`src/rtl/uart_pkg.sv`:
```
// Shared UART definitions: transmitter state encoding, line levels and baud helper.
package uart_pkg;

  typedef enum logic [2:0] {
    IDLE,
    READ,
    LOAD,
    START,
    DATA,
    STOP
  } tx_state_t;

  // Line levels shared with the receive side.
  localparam logic TX_IDLE_LEVEL = 1'b1;
  localparam logic START_LEVEL   = 1'b0;

  // Clock cycles per serial bit; truncating division.
  function automatic int unsigned clks_per_bit(input int unsigned clock_hz,
                                               input int unsigned baud);
    return clock_hz / baud;
  endfunction

endpackage

```
`src/rtl/uart_baud_counter.sv`:
```
// Bit-period counter: counts 0..CLKS_PER_BIT-1 while enabled, ticks on the last count.
module uart_baud_counter #(
  parameter int unsigned CLKS_PER_BIT = 434
) (
  input  logic CLOCK_50,
  input  logic RST_N,
  input  logic clear,
  input  logic enable,
  output logic tick
);

  localparam int unsigned CW = (CLKS_PER_BIT > 1) ? $clog2(CLKS_PER_BIT) : 1;
  localparam logic [CW-1:0] LAST = CW'(CLKS_PER_BIT - 1);

  logic [CW-1:0] count_q;

  // Clear has priority so bit timing restarts exactly at the start bit.
  always_ff @(posedge CLOCK_50) begin
    if (!RST_N || clear) begin
      count_q <= '0;
    end else if (enable) begin
      count_q <= (count_q == LAST) ? '0 : count_q + 1'b1;
    end
  end

  // Tick only depends on registered state, so it is glitch-free for the FSM.
  always_comb begin
    tick = enable && (count_q == LAST);
  end

endmodule

```
`src/rtl/fifo_uart_tx.sv`:
```
// UART transmitter draining an upstream fifo into 8N1/8N2 frames on the TX pin.
module fifo_uart_tx
  import uart_pkg::*;
#(
  parameter int unsigned CLOCK_HZ  = 50000000,
  parameter int unsigned BAUD      = 115200,
  parameter int unsigned DATA_BITS = 8,
  parameter int unsigned STOP_BITS = 1
) (
  input  logic                 CLOCK_50,
  input  logic                 RST_N,
  input  logic [DATA_BITS-1:0] fifo_data,
  input  logic                 fifo_empty,
  output logic                 fifo_read,
  output logic                 tx,
  output logic                 busy
);

  localparam int unsigned CLKS_PER_BIT = clks_per_bit(CLOCK_HZ, BAUD);
  localparam int unsigned BW = $clog2(DATA_BITS + 1);
  localparam logic [BW-1:0] BIT_LAST  = BW'(DATA_BITS - 1);
  localparam logic [BW-1:0] STOP_LAST = BW'(STOP_BITS - 1);

  tx_state_t            state_q;
  logic [DATA_BITS-1:0] shift_q;
  logic [DATA_BITS-1:0] shift_next;
  logic [BW-1:0]        bit_cnt_q;
  logic                 tx_q;
  logic                 read_q;
  logic                 busy_q;
  logic                 baud_clear;
  logic                 baud_enable;
  logic                 baud_tick;

  // Counter is zeroed during LOAD so the first START cycle is count 0.
  always_comb begin
    baud_clear  = (state_q == LOAD);
    baud_enable = (state_q == START) || (state_q == DATA) || (state_q == STOP);
    shift_next  = shift_q >> 1;
  end

  uart_baud_counter #(
    .CLKS_PER_BIT(CLKS_PER_BIT)
  ) u_baud (
    .CLOCK_50(CLOCK_50),
    .RST_N   (RST_N),
    .clear   (baud_clear),
    .enable  (baud_enable),
    .tick    (baud_tick)
  );

  // Frame sequencer; outputs are registered alongside the state they belong to.
  always_ff @(posedge CLOCK_50) begin
    if (!RST_N) begin
      state_q   <= IDLE;
      shift_q   <= '0;
      bit_cnt_q <= '0;
      tx_q      <= TX_IDLE_LEVEL;
      read_q    <= 1'b0;
      busy_q    <= 1'b0;
    end else begin
      read_q <= 1'b0;
      unique case (state_q)
        IDLE: begin
          tx_q <= TX_IDLE_LEVEL;
          if (!fifo_empty) begin
            state_q <= READ;
            read_q  <= 1'b1;
            busy_q  <= 1'b1;
          end
        end
        READ: begin
          state_q <= LOAD;
        end
        LOAD: begin
          // fifo data_out is valid in this cycle only.
          shift_q   <= fifo_data;
          bit_cnt_q <= '0;
          tx_q      <= START_LEVEL;
          state_q   <= START;
        end
        START: begin
          if (baud_tick) begin
            tx_q    <= shift_q[0];
            state_q <= DATA;
          end
        end
        DATA: begin
          if (baud_tick) begin
            shift_q <= shift_next;
            if (bit_cnt_q == BIT_LAST) begin
              bit_cnt_q <= '0;
              tx_q      <= TX_IDLE_LEVEL;
              state_q   <= STOP;
            end else begin
              bit_cnt_q <= bit_cnt_q + 1'b1;
              tx_q      <= shift_next[0];
            end
          end
        end
        STOP: begin
          // bit_cnt_q is reused to count stop-bit periods.
          if (baud_tick) begin
            if (bit_cnt_q == STOP_LAST) begin
              bit_cnt_q <= '0;
              busy_q    <= 1'b0;
              state_q   <= IDLE;
            end else begin
              bit_cnt_q <= bit_cnt_q + 1'b1;
            end
          end
        end
        default: begin
          state_q <= IDLE;
          tx_q    <= TX_IDLE_LEVEL;
          busy_q  <= 1'b0;
        end
      endcase
    end
  end

  always_comb begin
    tx        = tx_q;
    fifo_read = read_q;
    busy      = busy_q;
  end

endmodule

```
`config.mk`:
```
export PLATFORM = sky130hd
export DESIGN_NAME = fifo_uart_tx
export DESIGN_NICKNAME = d
export VERILOG_FILES = /design/src/rtl/uart_pkg.sv /design/src/rtl/uart_baud_counter.sv /design/src/rtl/fifo_uart_tx.sv
export SDC_FILE = /design/constraint.sdc
export NUM_CORES = 1
export LEC_CHECK = 0
export CAP_MARGIN = 25
export CORE_ASPECT_RATIO = 1.5
export CORE_MARGIN = 2
export CORE_UTILIZATION = 45
export CTS_BUF_LIST = sky130_fd_sc_hd__clkbuf_8 sky130_fd_sc_hd__clkbuf_16
export CTS_CLUSTER_DIAMETER = 200
export DETAILED_ROUTE_END_ITERATION = 8
export PLACE_DENSITY = 0.65
export SLEW_MARGIN = 20
export SYNTH_ARGS = -nofsm -noshare
export SYNTH_HDL_FRONTEND = slang
export SYNTH_SLANG_ARGS = --single-unit
```
`constraint.sdc`:
```
create_clock -name CLOCK_50 -period 2.22 [get_ports CLOCK_50]
set_clock_uncertainty 0.05 [all_clocks]
set_input_delay 0.444 -clock CLOCK_50 [delete_from_list [all_inputs] [get_ports CLOCK_50]]
set_output_delay 0.444 -clock CLOCK_50 [all_outputs]
set_load 0.02 [all_outputs]
```
Word-level counts from Yosys, hierarchy flattened
Cells that the tools add are included. Widths: inputs -> output; s select.

$add $sub $neg: 2. Eq/ne operators: 13. Muxes and demuxes: 24. Bitwise operators: 2. Reduce and logical (&&, ||, !) cells: 17.

Operator list (number): $mux 3 (6); $pmux 3 s6 (1); $mux 4 (4); $pmux 8 s2 (1); $pmux 4 s3 (1); $add 9x1->9 const B (1); $eq 9x9->1 const B (1); $mux 9 (1); $mux 8 (1); $ne 2x2->1 const B (4); $mux 1 (7); $eq 3x2->1 const B (2); $eq 3x3->1 const B (2); $reduce_and 3->1 (2); $reduce_and 6->1 (1); $add 4x1->4 const B (1); $eq 4x3->1 const B (1); $logic_not 4->1 (1); $ne 2x1->1 const B (2); $pmux 1 s4 (1); $reduce_and 2->1 (2); $reduce_and 4->1 (1); $reduce_or 4->1 (1); $eq 3x1->1 const B (1); 9 further kinds (12).

Register bits: 27. Bits of input ports: 11. Output and inout port bits: 3. Logic and storage cells: 65.

Longest topological paths before layout
Gate-level depths: netlist of the first run.

Depth in word-level cells: 6. Gate-level depth with buffers: 7. Mapped depth without buffers: 6.

By module
A second synthesis of the first run with hierarchy kept.

Cells, all modules: 174. Area total of the unflattened synthesis: 1436.4 µm².

Modules (own cells, without submodules): fifo_uart_tx (times used 1, cells each 120, area an instance 965.9 µm², sequential area each 360.3 µm²); uart_baud_counter (times used 1, cells each 54, area an instance 470.5 µm², sequential area each 180.2 µm²).

Least setup slack after synthesis of the first run
No wires, ideal clock.

Path kind: reg-to-reg. Start point: reg bit_cnt_q[0]. End point: reg state_q[2]. Setup time: 0.116 ns. Arrival time: 1.460 ns. Data required time: 2.054 ns. Path slack: 0.594 ns. Stages on the path, launching flop included: 6. Buffers on the path: 0. Period minus slack after synthesis: 1.626 ns. Path through: dfxtp_1 ha_1 nand2_1 o311ai_1 o21ai_0 a31o_2.

Word-level cells in the longest chain between the ends: 3. Elaborated cells between the ends (all ways): 5. Those cells by class: eq/ne (3); reduce/logical (2).

Ends and longest elaborated chain: start, declared (line fifo_uart_tx.sv:27) `logic [BW-1:0] bit_cnt_q;`; start signal, assigned (line fifo_uart_tx.sv:96) `bit_cnt_q <= bit_cnt_q + 1'b1;`; start signal, assigned (line fifo_uart_tx.sv:109) `bit_cnt_q <= bit_cnt_q + 1'b1;`; $eq 4x3->1 / $logic_not 4->1 (equally long branches) (line fifo_uart_tx.sv:91, fifo_uart_tx.sv:104); $ne 2x1->1 (no line); $reduce_and 6->1 (no line) (*); end signal, assigned (line fifo_uart_tx.sv:85) `state_q <= DATA;`; end signal, assigned (line fifo_uart_tx.sv:94) `state_q <= STOP;`; end signal, assigned (line fifo_uart_tx.sv:107) `state_q <= IDLE;`; end, declared (line fifo_uart_tx.sv:24) `tx_state_t state_q;`.

Mark *: on every way between the ends. The rest lies on a longest branch, timed or not. A chain may end at the register's enable or synchronous reset.

Worst setup path in the final report of the first run
Ends and elaborated chain as after synthesis.

==> metrics.csv, run 1 <==
metric,value,unit
run status,completed,
horizontal die dimension,51.05,µm
worst min-delay path class,flop to flop,
post-synthesis cell type with the largest combined area,sky130_fd_sc_hd__dfxtp_1,
P per Cell Area,562.3,mW/mm²
Synth Net Count,178,
overall track demand over capacity in global routing,18.92,%
library cell with the highest instance count after synthesis,sky130_fd_sc_hd__dfxtp_1,
launching element of the worst setup path,bit_cnt_q[0],
Placeable Area,0.003159,mm²
ports placed on the boundary,14,
vias in the first global route,1219,
xor and xnor fraction of the mapped netlist area,3.518,%
fraction of post-synthesis cell area in the top cell type by area,36.18,%
half-perimeter wire length after detailed placement,2389,µm
"share of synthesized cell area in and, or, nand and nor gates",25.13,%
Leakage,0.6080,nW
number of synthesized flops with an enable pin,0,
Compound-Gate Fraction of Synth Area,22.28,%
routed vias,1250,
share of the cycle needed by the critical path after routing,85.94,%
Worst-Skew Late Latency,0.27,ns
synthesis-to-finish area growth,14.49,%
last element of the critical path,state_q[2],
Detailed Routing Iterations Pass 1,4,
Synth async-reset ratio,0,%
Inserted Diodes,0,
count of unresolved DRC violations after routing,0,
terminus of the critical flop-to-flop path,state_q[2],
mux share of post-synthesis cell area,4.690,%
hold buffer count at CTS,0,
pins over their slew limit,0,
fraction of the mapped netlist area in adder cells,3.350,%
crit path launch type,flop,
endpoints failing hold,0,
mean area per synthesized cell,9.165,µm²
final wirelength,3131,µm
Fin Setup TNS,0,ns
flip-flop and latch count after synthesis,27,
kind of end point of the critical path,flop,
vias per cell,5.760,
effective utilization at floorplan,47.29,%
antenna violations before repair,0,
Die Outline Area,0.003806,mm²
area of the mapped netlist,0.001494,mm²
residual overflow from global routing,0,
count of input and output buffers,13,
final weighted congestion of routability-driven global placement,0.7543,
critical path required time,2.35,ns
clk sinks,27,
first-pass GRT wire length,5478,µm
register clock-pin slew on the reported worst setup and hold paths,0.09,ns
critical path data arrival time,2.03,ns
root buffer cell,sky130_fd_sc_hd__clkbuf_8,
fraction of final layout cells with drive strength greater than 1,10.73,%
unrepaired setup endpoints after global routing,false,
crit path time final,1.908,ns
slack of the worst reg-to-reg path,0.31,ns
postcts setup bufs,0,
buffer depth of the longest clock path,2,
count of different cell masters after synthesis,55,
dominant combinational cell family by area after synthesis,simple AND/OR/NAND/NOR gates,
count of H-tree levels built during CTS,1,
cts repair resizes,0,
die height,74.57,µm
post-route cell area,0.001710,mm²
CTS tree,built,
sequential cell area fraction in the yosys report,36.18,%
upper clock frequency limit,0.5242,GHz
final setup violation count,0,
dominant cells by area after synthesis,"sky130_fd_sc_hd__dfxtp_1 (36%), sky130_fd_sc_hd__nor2_1 (5.0%), sky130_fd_sc_hd__mux2i_1 (4.7%)",
placed cell areas,0.001665,mm²
measured slew at the worst slew-check pin,0.7164,ns
top cells by instance count after synthesis,"sky130_fd_sc_hd__dfxtp_1 (27), sky130_fd_sc_hd__nor2_1 (20), sky130_fd_sc_hd__a211oi_1 (9), sky130_fd_sc_hd__a21oi_1 (9), sky130_fd_sc_hd__mux2i_1 (7)",
reported max-cap violation count,0,
worst vdd ir,0.0003267,V
dominant synthesized flop cell,sky130_fd_sc_hd__dfxtp_1,
fin nets,193,
drt wl/cell,14.43,µm
worst-case headroom to the max-slew limit,51.48,%
standard-cell rows,25,
reg2reg start,bit_cnt_q[0],
Worst R2R Path Depth,5,
count of yosys warnings during synthesis,0,
detailed router's first-iteration violation count,28,
gate count after technology mapping,163,
Detail Route Antenna Nets,0,
maximum number of pins on one net before global-route repair,16,
start-to-end type of the worst setup path,flop to flop,
maximum fanout along the worst path,6,
total CTS buffers,3,
==> logic make-up after synthesis <==
kind of cell | after synthesis
xor+xnor | 6
simple gates | 61
flops | 27
compound gates | 44
mux | 7
buf+inv | 14
fa+ha+maj | 4
==> worst min-delay path by stage <==
stage / from / to / slack [ns] / depth (start not counted)
4_1_cts: shift_q[7] / shift_q[7] / 0.44 / 2
3_5_place_dp: shift_q[7] / shift_q[7] / 0.42 / 2
2_1_floorplan: shift_q[7] / shift_q[7] / 0.40 / 2
3_3_place_gp: shift_q[7] / shift_q[7] / 0.42 / 2
5_1_grt: shift_q[2] / shift_q[2] / 0.49 / 2
6_report: shift_q[7] / shift_q[7] / 0.44 / 2
==> critical path, cell delays in order (launching register included) <==
cell and delay (ns):
sky130_fd_sc_hd__dfxtp_1 0.38, sky130_fd_sc_hd__ha_1 0.22, sky130_fd_sc_hd__nand2_1 0.07, sky130_fd_sc_hd__o311ai_1 0.60, sky130_fd_sc_hd__o21ai_0 0.20, sky130_fd_sc_hd__a31o_2 0.28
==> stage by stage <==
| stage | instances | hold WS (ns) | power, mW | utilization, % | worst slack, ns |
|---|---|---|---|---|---|
| after global placement | 213 | 0.4158 | 0.6978 | 52.71 | 0.3820 |
| after CTS | 217 | 0.4367 | 0.9776 | 54.14 | 0.3116 |
| final | 217 | 0.4362 | 0.9618 | 54.14 | 0.3122 |
| after detailed placement | 213 | 0.4218 | 0.7006 | 52.71 | 0.3352 |
| after floorplan | 163 | 0.3992 | 0.6457 | - | 0.5938 |
| after global routing | 217 | 0.4861 | 1.009 | 54.14 | 0.03833 |
==> power by group <==
group,switching (mW),leakage [nW],internal [mW]
Sequential,0.0214,0.220,0.510
Combinational,0.0790,0.361,0.0784
Clock,0.149,0.0269,0.124
==> cell usage in the layout (no fill, tap or decap), types with 2 or more instances in the layout <==
cell type,count
sky130_fd_sc_hd__a211oi_1,9
sky130_fd_sc_hd__a21oi_1,9
sky130_fd_sc_hd__and3_1,2
sky130_fd_sc_hd__and3b_1,2
sky130_fd_sc_hd__buf_4,6
sky130_fd_sc_hd__clkbuf_8,3
sky130_fd_sc_hd__clkdlybuf4s50_1,13
sky130_fd_sc_hd__dfxtp_1,27
sky130_fd_sc_hd__ha_1,4
sky130_fd_sc_hd__inv_1,6
sky130_fd_sc_hd__mux2i_1,7
sky130_fd_sc_hd__nand2_1,6
sky130_fd_sc_hd__nand2b_1,4
sky130_fd_sc_hd__nand3_1,3
sky130_fd_sc_hd__nand4bb_1,3
sky130_fd_sc_hd__nor2_1,20
sky130_fd_sc_hd__nor2b_1,3
sky130_fd_sc_hd__nor3b_1,2
sky130_fd_sc_hd__o2111ai_1,2
sky130_fd_sc_hd__o21ai_0,5
sky130_fd_sc_hd__o31ai_1,2
sky130_fd_sc_hd__or4_1,2
sky130_fd_sc_hd__xnor2_1,3
sky130_fd_sc_hd__xor2_1,3
==> per-layer routing <==
metal  global-route usage [%]  part of all wire, %
met1                    20.40                   41
met2                    37.52                   56
met3                    1.807                  2.1
met4                    6.306                  1.1
met5                        0                    0
==> registers in the layout, summed over array words and instances, names as in the netlist <==
register	flops
u_baud.count_q	9
shift_q	8
bit_cnt_q	4
state_q	3
busy	1
fifo_read	1
tx	1
==> final cells by class <==
cell class / count / area [µm²]
multi-input combinational: 122 / 880.8
clock inverter: 1 / 3.754
fill: 300 / 1449
timing repair buffer: 19 / 175.2
clock buffer: 3 / 41.29
tap: 40 / 50.05
sequential: 27 / 540.5
inverter: 5 / 18.77
No activity file was read; power rests on OpenSTA's default activity.
==> run 2: changes to the inputs <==
Settings changed: CORE_UTILIZATION 45 to 56, PLACE_DENSITY 0.65 to 0.78.
==> run 2 against run 1 <==
Register-to-register slack hardly changed. Routed wire length is 0.32% lower. Via count rose by 2.2%. Highest routed layer unchanged. Clock-buffer cell count unchanged. Cell count decreased by 2.3%. First-iteration DRC count decreased by 7.1%. Critical path depth unchanged. Combinational power is 3% lower. Critical path type unchanged. Sequential power is 1% higher. Clock power up 3%. Maximum frequency shrank 0.22%.
==> metrics.csv, run 2 (synthesized netlist as in run 1, its figures left out) <==
metric,value,unit
register clock-pin slew on the reported worst setup and hold paths,0.09,ns
CTS tree,built,
residual overflow from global routing,0,
final weighted congestion of routability-driven global placement,0.8557,
highest metal layer used by the detailed router,met4,
standard-cell rows,22,
vias in the first global route,1222,
half-perimeter wire length after detailed placement,2339,µm
Inserted Diodes,0,
Non-Filler Instances,212,
worst-case headroom to the max-slew limit,51.82,%
largest register by flop count,u_baud.count_q,
share of the cycle needed by the critical path after routing,86.13,%
horizontal die dimension,46.17,µm
pins over their slew limit,0,
largest registers,"u_baud.count_q: 9 flops, shift_q: 8 flops, bit_cnt_q: 4 flops",
upper clock frequency limit,0.5230,GHz
buffer depth of the longest clock path,2,
endpoints failing hold,0,
start-to-end type of the worst setup path,flop to flop,
metal3 WL,136,µm
count of input and output buffers,13,
critical path data arrival time,2.04,ns
max reg flops,9,
ports placed on the boundary,14,
Placeable Area,0.002505,mm²
measured slew at the worst slew-check pin,0.7114,ns
"most common cell after layout, fill and taps aside",sky130_fd_sc_hd__dfxtp_1,
first-pass GRT wire length,5333,µm
maximum fanout along the worst path,6,
fillcell total,207,
synthesis-to-finish area growth,13.65,%
critical path required time,2.35,ns
Die Outline Area,0.003105,mm²
maximum number of pins on one net before global-route repair,16,
count of unresolved DRC violations after routing,0,
postcts setup bufs,0,
die height,67.26,µm
total CTS buffers,3,
P per Cell Area,571.0,mW/mm²
crit path launch type,flop,
reported max-cap violation count,0,
root buffer cell,sky130_fd_sc_hd__clkbuf_8,
final wirelength,3121,µm
crit path time final,1.912,ns
fraction of final layout cells with drive strength greater than 1,10.23,%
detailed router's first-iteration violation count,26,
drt wl/cell,14.72,µm
"commonest cells after routing, fill and taps aside","sky130_fd_sc_hd__dfxtp_1 (27), sky130_fd_sc_hd__nor2_1 (20), sky130_fd_sc_hd__clkdlybuf4s50_1 (13)",
worst vdd ir,0.0005622,V
final setup violation count,0,
hold buffer count at CTS,0,
vias per cell,6.028,
worst path setup slack after routing,0.3080,ns
Worst-Skew Late Latency,0.28,ns
unrepaired setup endpoints after global routing,false,
Placed Cells,208,
metal2 WL,1679,µm
worst min-delay path class,flop to flop,
Leakage,0.6029,nW
Detailed Routing Iterations Pass 1,4,
overall track demand over capacity in global routing,23.33,%
effective utilization at floorplan,59.64,%
Fin Setup TNS,0,ns
cts repair resizes,0,
run status,completed,
Met1 Wirelength,1242,µm
Detail Route Antenna Nets,0,
kind of end point of the critical path,flop,
fin nets,192,
clk sinks,27,
routed vias,1278,
worst setup slack after placement,0.3438,ns
antenna violations before repair,0,
count of H-tree levels built during CTS,1,
## run 2: per-layer routing
layer | up-vias | GRT usage [%]
li1 | 631 | -
met1 | 598 | 25.74
met2 | 45 | 42.19
met3 | 4 | 3.476
met4 | 0 | 10.00
met5 | - | 0
## run 2: critical path, stage by stage (launching register included)
cell and delay, ns:
sky130_fd_sc_hd__dfxtp_1 0.39, sky130_fd_sc_hd__ha_1 0.22, sky130_fd_sc_hd__nand2_1 0.07, sky130_fd_sc_hd__o311ai_1 0.60
sky130_fd_sc_hd__o21ai_0 0.20, sky130_fd_sc_hd__a31o_2 0.28
## run 2: worst paths after layout
path,startpoint,end,slack [ns],depth (start not counted)
setup / recovery,bit_cnt_q[0],state_q[2],0.31,5
hold / removal,shift_q[7],shift_q[7],0.43,2
setup reg to reg,bit_cnt_q[0],state_q[2],0.31,5
hold reg to reg,shift_q[7],shift_q[7],0.43,2
## run 2: stage by stage
stage	hold WS [ns]	cell area, µm²	utilization (%)	total power, mW
floorplan	0.3992	1494	-	0.6457
global placement	0.4156	1653	65.98	0.6923
detailed placement	0.4236	1653	65.98	0.6992
CTS	0.4377	1698	67.78	0.9677
global route	0.4798	1698	67.78	1.017
finish	0.4347	1698	67.78	0.9695
## run 2: power breakdown
group	internal, mW	leakage, nW	switching (mW)
clock	0.124	0.0269	0.155
sequential	0.510	0.220	0.0267
combinational	0.0759	0.356	0.0770
## run 2: area by class of cell
class	count	area, µm²	share of cell area (%)
Multi-Input combinational cell	122	880.8	51.88
Sequential cell	27	540.5	31.83
Timing Repair Buffer	18	167.7	9.875
Tap cell	36	45.04	2.653
Clock buffer	3	41.29	2.432
Inverter	5	18.77	1.105
Clock inverter	1	3.754	0.2211
==> run 3: changes to the inputs <==
Settings changed: PLACE_DENSITY 0.78 to 0.74.
==> run 3 against run 2 <==
Clock power is 1% lower. Critical endpoint unchanged. First-iteration DRC count is 38% higher. Sequential power is 1% lower. Critical path depth stayed put.
==> metrics.csv, run 3 (synthesized netlist as in run 1, its figures left out) <==
metric,value,unit
run status,completed,
vias per cell,6.038,
clk sinks,27,
routed vias,1286,
reg2reg start,bit_cnt_q[0],
launching element of the worst setup path,bit_cnt_q[0],
standard-cell rows,22,
worst-case headroom to the max-slew limit,54.17,%
fillcell total,208,
"most common cell after layout, fill and taps aside",sky130_fd_sc_hd__dfxtp_1,
Leakage,0.6080,nW
Placeable Area,0.002505,mm²
Worst-Skew Late Latency,0.27,ns
count of unresolved DRC violations after routing,0,
total CTS buffers,3,
effective utilization at floorplan,59.64,%
root buffer cell,sky130_fd_sc_hd__clkbuf_8,
worst min-delay path class,flop to flop,
endpoints failing hold,0,
buffer depth of the longest clock path,2,
largest register by flop count,u_baud.count_q,
internal cell power,0.7129,mW
vias in the first global route,1250,
launch instance of the worst min-delay path,shift_q[7],
count of input and output buffers,13,
relative contribution of the clock network to total power,28.5,%
kind of end point of the critical path,flop,
final setup violation count,0,
unrepaired setup endpoints after global routing,false,
residual overflow from global routing,0,
Detail Route Antenna Nets,0,
fin nets,193,
antenna violations before repair,0,
fraction of final layout cells with drive strength greater than 1,10.73,%
Die Outline Area,0.003105,mm²
Fin Setup TNS,0,ns
Worst Hold Slack,0.4399,ns
register share of total power,54.7,%
pins over their slew limit,0,
slack of the worst reg-to-reg path,0.31,ns
max reg flops,9,
detailed router's first-iteration violation count,36,
total chip power,0.9697,mW
crit path time final,1.907,ns
P per Cell Area,568.6,mW/mm²
overall track demand over capacity in global routing,23.09,%
count of cells along the worst hold path,2,
Worst R2R Path Depth,5,
measured slew at the worst slew-check pin,0.6767,ns
critical path data arrival time,2.03,ns
reported max-cap violation count,0,
ports placed on the boundary,14,
horizontal die dimension,46.17,µm
start-to-end type of the worst setup path,flop to flop,
terminus of the critical flop-to-flop path,state_q[2],
Detailed Routing Iterations Pass 1,4,
maximum fanout along the worst path,6,
Gate power share,16.8,%
worst vdd ir,0.0005307,V
maximum number of pins on one net before global-route repair,16,
upper clock frequency limit,0.5244,GHz
switching part of the total,26.48,%
crit path launch type,flop,
die height,67.26,µm
postcts setup bufs,0,
first-pass GRT wire length,5271,µm
Inserted Diodes,0,
register clock-pin slew on the reported worst setup and hold paths,0.09,ns
cts repair resizes,0,
share of the cycle needed by the critical path after routing,85.89,%
count of H-tree levels built during CTS,1,
final weighted congestion of routability-driven global placement,0.7777,
critical path required time,2.34,ns
Hold EP,shift_q[7],
synthesis-to-finish area growth,14.15,%
CTS tree,built,
"commonest cells after routing, fill and taps aside","sky130_fd_sc_hd__dfxtp_1 (27), sky130_fd_sc_hd__nor2_1 (20), sky130_fd_sc_hd__clkdlybuf4s50_1 (13)",
half-perimeter wire length after detailed placement,2365,µm
drt wl/cell,14.83,µm
net switching power figure,0.2568,mW
largest registers,"u_baud.count_q: 9 flops, shift_q: 8 flops, bit_cnt_q: 4 flops",
final wirelength,3158,µm
hold buffer count at CTS,0,
[run 3: worst max-delay path, stage by stage (launching register included)]
cell,delay [ns]
sky130_fd_sc_hd__dfxtp_1,0.39
sky130_fd_sc_hd__ha_1,0.22
sky130_fd_sc_hd__nand2_1,0.07
sky130_fd_sc_hd__o311ai_1,0.58
sky130_fd_sc_hd__o21ai_0,0.22
sky130_fd_sc_hd__a31o_2,0.29
[run 3: how the worst max path moves through the flow]
| stage | endpoint | slack [ns] | depth (start not counted) |
|---|---|---|---|
| floorplan | state_q[2] | 0.59 | 5 |
| global placement | u_baud.count_q[1] | 0.39 | 4 |
| detailed placement | state_q[2] | 0.36 | 5 |
| CTS | state_q[2] | 0.30 | 5 |
| global route | state_q[2] | 0.19 | 5 |
| finish | state_q[2] | 0.31 | 5 |
[run 3: final cells by class]
type	instances	area, µm²	share of cell area [%]
sequential	27	540.5	31.69
inverter	5	18.77	1.101
timing repair buffer	19	175.2	10.27
clock buffer	3	41.29	2.421
multi-input combinational	122	880.8	51.65
tap	36	45.04	2.641
clock inverter	1	3.754	0.2201
[run 3: through the flow]
stage / util (%) / instance area [µm²] / std cells / setup slack [ns]
6_report: 68.08 / 1705 / 213 / 0.3131
5_1_grt: 68.08 / 1705 / 213 / 0.1907
4_1_cts: 68.08 / 1705 / 213 / 0.3022
3_5_place_dp: 66.28 / 1660 / 209 / 0.3553
3_3_place_gp: 66.28 / 1660 / 209 / 0.3892
2_1_floorplan: - / 1494 / 163 / 0.5938
[run 3: power groups by stage]
stage | logic (mW) | registers (mW) | clock network (mW)
global route | 0.178 | 0.534 | 0.301
finish | 0.163 | 0.531 | 0.276
floorplan | 0.102 | 0.543 | 0
detailed placement | 0.161 | 0.542 | 0
CTS | 0.163 | 0.531 | 0.284
global placement | 0.156 | 0.541 | 0
[run 3: metal layers]
metal  vias to the layer above  wire length (µm)  global-route usage (%)
met5                         -                 0                       0
met4                         0                63                   10.71
met3                         6                84                   2.406
met2                        23              1779                   44.97
met1                       616              1230                   22.70
li1                        641                 -                       -
